`config.mk`:
```
export PLATFORM = sky130hd
export DESIGN_NAME = pipe_stage_reg
export DESIGN_NICKNAME = d
export VERILOG_FILES = /design/src/rtl/pipe_stage_reg.sv
export SDC_FILE = /design/constraint.sdc
export NUM_CORES = 1
export LEC_CHECK = 0
export BUFFER_PORTS_ARGS = -buffer_cell sky130_fd_sc_hd__buf_2
export CORE_ASPECT_RATIO = 0.5
export CORE_MARGIN = 2
export CORE_UTILIZATION = 43
export CTS_BUF_LIST = sky130_fd_sc_hd__clkbuf_8 sky130_fd_sc_hd__clkbuf_16
export CTS_CLUSTER_SIZE = 30
export DETAILED_ROUTE_END_ITERATION = 10
export PLACE_DENSITY = 0.68
export SYNTH_ARGS = -nofsm -noshare
export SYNTH_HDL_FRONTEND = slang
export SYNTH_SLANG_ARGS = --single-unit
```
`constraint.sdc`:
```
create_clock -name clk -period 2.35 [get_ports clk]
set_clock_uncertainty 0.15 [all_clocks]
set_input_delay 0.5875 -clock clk [delete_from_list [all_inputs] [get_ports clk]]
set_output_delay 0.5875 -clock clk [all_outputs]
set_load 0.02 [all_outputs]
```
`src/rtl/pipe_stage_reg.sv`:
```
// Elastic pipeline register with valid/ready on both sides, optional skid entry,
// global stall (freeze) and flush (kill held entries).
module pipe_stage_reg #(
  parameter int unsigned WIDTH   = 64,
  parameter bit          SKID_EN = 1'b1
) (
  input  logic             clk,
  input  logic             reset,
  input  logic             stall,
  input  logic             flush,
  input  logic             in_valid,
  input  logic [WIDTH-1:0] in_data,
  output logic             in_ready,
  output logic             out_valid,
  output logic [WIDTH-1:0] out_data,
  input  logic             out_ready,
  output logic [1:0]       occ
);

  logic             main_v_q, main_v_d;
  logic             skid_v_q, skid_v_d;
  logic [WIDTH-1:0] main_q, main_d;
  logic [WIDTH-1:0] skid_q, skid_d;
  logic             active;
  logic             in_fire;
  logic             out_fire;

  assign active = !stall && !flush;

  always_comb begin
    out_valid = main_v_q && active;
    // With the skid entry, in_ready comes straight from a flop (plus stall/flush masking).
    if (SKID_EN) begin
      in_ready = !skid_v_q && active;
    end else begin
      in_ready = active && (!main_v_q || out_ready);
    end
  end

  assign in_fire  = in_valid && in_ready;
  assign out_fire = out_valid && out_ready;

  always_comb begin
    main_v_d = main_v_q;
    skid_v_d = skid_v_q;
    main_d   = main_q;
    skid_d   = skid_q;
    if (flush) begin
      main_v_d = 1'b0;
      skid_v_d = 1'b0;
    end else if (!stall) begin
      if (SKID_EN) begin
        if (!main_v_q || out_fire) begin
          // in_fire cannot coincide with a held skid entry, so the skid simply drains.
          if (skid_v_q) begin
            main_d   = skid_q;
            main_v_d = 1'b1;
            skid_v_d = 1'b0;
          end else if (in_fire) begin
            main_d   = in_data;
            main_v_d = 1'b1;
          end else begin
            main_v_d = 1'b0;
          end
        end else if (in_fire) begin
          skid_d   = in_data;
          skid_v_d = 1'b1;
        end
      end else begin
        if (in_fire) begin
          main_d   = in_data;
          main_v_d = 1'b1;
        end else if (out_fire) begin
          main_v_d = 1'b0;
        end
      end
    end
  end

  always_ff @(posedge clk) begin
    if (reset) begin
      main_v_q <= 1'b0;
      skid_v_q <= 1'b0;
      main_q   <= '0;
      skid_q   <= '0;
    end else begin
      main_v_q <= main_v_d;
      skid_v_q <= skid_v_d;
      main_q   <= main_d;
      skid_q   <= skid_d;
    end
  end

  assign out_data = main_q;
  assign occ      = {1'b0, main_v_q} + {1'b0, skid_v_q};

endmodule
```
==> flow_summary.html <==
<table>
<tr><th>Metric</th><th>Value</th></tr>
<tr><th colspan="2">Worst setup path</th></tr>
<tr><td>Buffers and inverters on the worst path</td><td>1</td></tr>
<tr><td>Maximum fanout along the worst path</td><td>4</td></tr>
<tr><td>Highest cell delay on the worst timing path</td><td>380 ps</td></tr>
<tr><td>Kind of start point of the critical path</td><td>register</td></tr>
<tr><td>Required time at the worst-slack endpoint</td><td>1610 ps</td></tr>
<tr><td>Reg2reg setup slack</td><td>490 ps</td></tr>
<tr><td>Crit path cell chain</td><td>nor3b_1, buf_2</td></tr>
<tr><td>Worst Setup End Kind</td><td>primary output</td></tr>
<tr><td>Standard cell with the maximum stage delay on the critical path</td><td>dfxtp_1</td></tr>
<tr><td>Family of cells with the greatest summed delay on the critical path</td><td>flip-flops</td></tr>
<tr><td>Arrival time of data at the critical path endpoint</td><td>1260 ps</td></tr>
<tr><td>Crit path kind</td><td>register to primary output</td></tr>
<tr><th colspan="2">Global routing</th></tr>
<tr><td>GRT Util Overall</td><td>0.159</td></tr>
<tr><td>Maximum number of pins on one net before global-route repair</td><td>83</td></tr>
<tr><td>First-pass GRT wire length</td><td>21600 µm</td></tr>
<tr><td>Initial antenna violation count</td><td>0</td></tr>
<tr><td>Grt total ovfl</td><td>0</td></tr>
<tr><td>Via count of the first global-routing pass</td><td>4463</td></tr>
<tr><th colspan="2">Synth</th></tr>
<tr><td>Dominant cells by area after synthesis</td><td>dfxtp_1 (39%), mux2i_1 (19%), mux2_4 (14%), nand2b_1 (12%), nor2b_1 (6.2%)</td></tr>
<tr><td>Synth Net Count</td><td>713</td></tr>
<tr><td>Synthesized area per cell</td><td>10.3 µm²</td></tr>
<tr><td>Post-Syn Instances</td><td>642</td></tr>
<tr><td>Synthesis-stage register bit count</td><td>130</td></tr>
<tr><td>Fraction of post-synthesis cell area in the top cell type by area</td><td>0.393</td></tr>
<tr><td>Area leader, netlist</td><td>dfxtp_1</td></tr>
<tr><td>Unique masters post-synth</td><td>19</td></tr>
<tr><td>Synth Warn #</td><td>0</td></tr>
<tr><td>Netlist Area Pre-Place</td><td>6630 µm²</td></tr>
<tr><td>Portion of the post-synthesis area used by sequential elements</td><td>0.393</td></tr>
<tr><th colspan="2">Final layout</th></tr>
<tr><td>Post-layout instance count excluding filler cells</td><td>974</td></tr>
<tr><td>Fill cell instance count of the final layout</td><td>1405</td></tr>
<tr><td># nets final</td><td>828</td></tr>
<tr><td>Design area</td><td>8090 µm²</td></tr>
<tr><td>Number of antenna diodes</td><td>0</td></tr>
<tr><td>Fraction of final layout cells sized beyond drive strength 1</td><td>0.318</td></tr>
<tr><td>Share of the core filled with cells in the final layout</td><td>0.532</td></tr>
<tr><td>Area added between synthesis and finish</td><td>22.1%</td></tr>
<tr><th colspan="2">Floorplanning</th></tr>
<tr><td>Number of core rows</td><td>32</td></tr>
<tr><td>Die Height</td><td>91.8 µm</td></tr>
<tr><td>Area of the die</td><td>16500 µm²</td></tr>
<tr><td>Core area</td><td>15200 µm²</td></tr>
<tr><td>Die span in x</td><td>180 µm</td></tr>
<tr><td>Initial Utilization</td><td>0.436</td></tr>
<tr><td>Number of placed I/O pins</td><td>138</td></tr>
<tr><th colspan="2">STA</th></tr>
<tr><td>Final worst path period need</td><td>2000 ps</td></tr>
<tr><td>Final worst path period share</td><td>0.852</td></tr>
<tr><td>Hold Fails Final Rpt</td><td>0</td></tr>
<tr><td>Tightest slew margin relative to the limit</td><td>0.667</td></tr>
<tr><td>FMAX</td><td>500 MHz</td></tr>
<tr><td>Slew at the pin with the worst max-slew slack</td><td>499 ps</td></tr>
<tr><td>Final slew viol count</td><td>0</td></tr>
<tr><td>Final setup violation count</td><td>0</td></tr>
<tr><td>RSZ-0062 raised after global routing</td><td>false</td></tr>
<tr><td>Setup TNS Final</td><td>0 ps</td></tr>
<tr><th colspan="2">Detailed routing</th></tr>
<tr><td>DRT Wirelength</td><td>13100 µm</td></tr>
<tr><td>Count of vias placed by the detailed router</td><td>4585</td></tr>
<tr><td>1st-iter DRT viols</td><td>125</td></tr>
<tr><td>Avg WL per Cell</td><td>13.5 µm</td></tr>
<tr><td>DRC errors left</td><td>0</td></tr>
<tr><td>Count of antenna-violating nets left after detailed routing</td><td>0</td></tr>
<tr><td>Vias per std cell</td><td>4.71</td></tr>
<tr><td>First-pass iteration count of the detailed router</td><td>4</td></tr>
<tr><th colspan="2">Clock tree</th></tr>
<tr><td>Post-CTS resize count</td><td>0</td></tr>
<tr><td>Total setup buffers inserted after CTS</td><td>0</td></tr>
<tr><td># clock sinks</td><td>130</td></tr>
<tr><td>Number of buffers created by CTS</td><td>17</td></tr>
<tr><td>Clock latency on the worst-skew pair</td><td>400 ps</td></tr>
<tr><td>Count of hold buffers inserted by post-cts repair</td><td>0</td></tr>
<tr><td>Clock tree from TritonCTS</td><td>done</td></tr>
<tr><td>Master cell of the clock root buffer</td><td>clkbuf_16</td></tr>
<tr><td>H-tree lvl count</td><td>4</td></tr>
<tr><td>Clock edge transition at the registers on the reported setup and hold paths</td><td>60 ps</td></tr>
<tr><td>Number of buffers between clock root and the deepest sink</td><td>2</td></tr>
<tr><th colspan="2">Outcome</th></tr>
<tr><td>Outcome</td><td>complete, no violations</td></tr>
<tr><th colspan="2">Placement</th></tr>
<tr><td>Cells after DPL</td><td>942</td></tr>
<tr><td>Placer's final routability congestion estimate</td><td>0.703</td></tr>
<tr><td>IO Port Bufs</td><td>137</td></tr>
<tr><td>Post-DP Area</td><td>7480 µm²</td></tr>
<tr><td>HPWL after detailed placement</td><td>8210 µm</td></tr>
<tr><th colspan="2">Flow run</th></tr>
<tr><td>Number of maximum-capacitance violations</td><td>0</td></tr>
<tr><th colspan="2">Worst hold path</th></tr>
<tr><td>Hold WC Path Type</td><td>input pin to register</td></tr>
<tr><th colspan="2">Pwr</th></tr>
<tr><td>Pwr Density</td><td>683 nW/µm²</td></tr>
<tr><td>Leak</td><td>3.44 nW</td></tr>
<tr><td>Largest vdd supply drop</td><td>525 µV</td></tr>
<tr><td>Sum of internal, switching and leakage power</td><td>5.53 mW</td></tr>
</table>
[layout by cell type (no fill, tap or decap), types with 2 or more instances in the layout]
master and instances:
buf_12 7, buf_2 136, buf_4 2, bufinv_16 3, clkbuf_16 17, clkinv_2 2, clkinv_4 4, dfxtp_1 129
inv_6 4, mux2_2 4, mux2_4 60, mux2i_1 128, nand2b_1 129, nor2_1 66, nor2b_1 66, nor3_1 3
[cells by family (layout without fill, tap and decap cells)]
kind of cell / Yosys count / in the layout / synth area share
muxes: 192 / 192 / 0.336
AOI/OAI and AO/OA: 2 / 2 / 0.00227
adders and majority gates: 1 / 1 / 0.00189
and+or+nand+nor: 267 / 267 / 0.227
DFF: 130 / 130 / 0.393
buffers and inverters: 50 / 178 / 0.0400
[flip-flops by register name, summed over array words and instances (netlist names)]
register / cells
out_data: 64
skid_q: 64
main_v_q: 1
skid_v_q: 1
[synthesized netlist by cell type]
cell type and number:
buf_2 14, o22ai_1 1, clkbuf_1 25, buf_6 6, nand2b_1 129, buf_1 1
and3_1 1, or4_1 1, nor3_1 3, mux2_4 60, mux2_2 4, mux2i_1 128
a2bb2oi_1 1, dfxtp_1 130, nor2b_1 66, nor3b_1 1, buf_4 4, ha_1 1
nor2_1 66
[final timing paths]
path / from / to / depth (start not counted)
setup reg to reg: skid_v_q$_SDFFE_PP0P_ / out_data[29]$_SDFFE_PP0P_ / 4
setup / recovery: main_v_q$_SDFFE_PP0P_ / out_valid / 2
hold / removal: flush / skid_v_q$_SDFFE_PP0P_ / 2
hold reg to reg: skid_q[59]$_SDFFE_PP0P_ / skid_q[59]$_SDFFE_PP0P_ / 2
[report_power, final]
part | switching, mW | leakage [nW] | internal [mW]
sequential | 0.0218 | 1.05 | 2.25
clock | 1.02 | 0.302 | 1.71
combinational | 0.262 | 2.09 | 0.260
total | 1.30 | 3.44 | 4.22
[worst reg2reg max path, stage by stage, from the launching register on]
cell and delay [ps]:
dfxtp_4 390, nor2_1 80, or4_4 530, buf_12 240, mux2_4 360
[per-stage QoR]
stage | hold WS (ps) | setup WS, ps
2_1_floorplan | 298 | 64.6
3_3_place_gp | 306 | 209
3_5_place_dp | 311 | 177
4_1_cts | 251 | 326
5_1_grt | 276 | 226
6_report | 268 | 348
[layer usage]
layer  global-route usage  share of wire
met1                0.199           0.47
met2                0.269           0.48
met3               0.0365          0.032
met4               0.0576          0.012
met5                    0              0
[final cells by class]
class	instances	area (µm²)	area share
clock buffer	18	439	0.0543
tap	204	255	0.0315
sequential	130	2610	0.322
timing repair buffer	146	847	0.105
clock inverter	14	178	0.0220
multi-input combinational	462	3770	0.466
(Power assumes the default switching activity.)
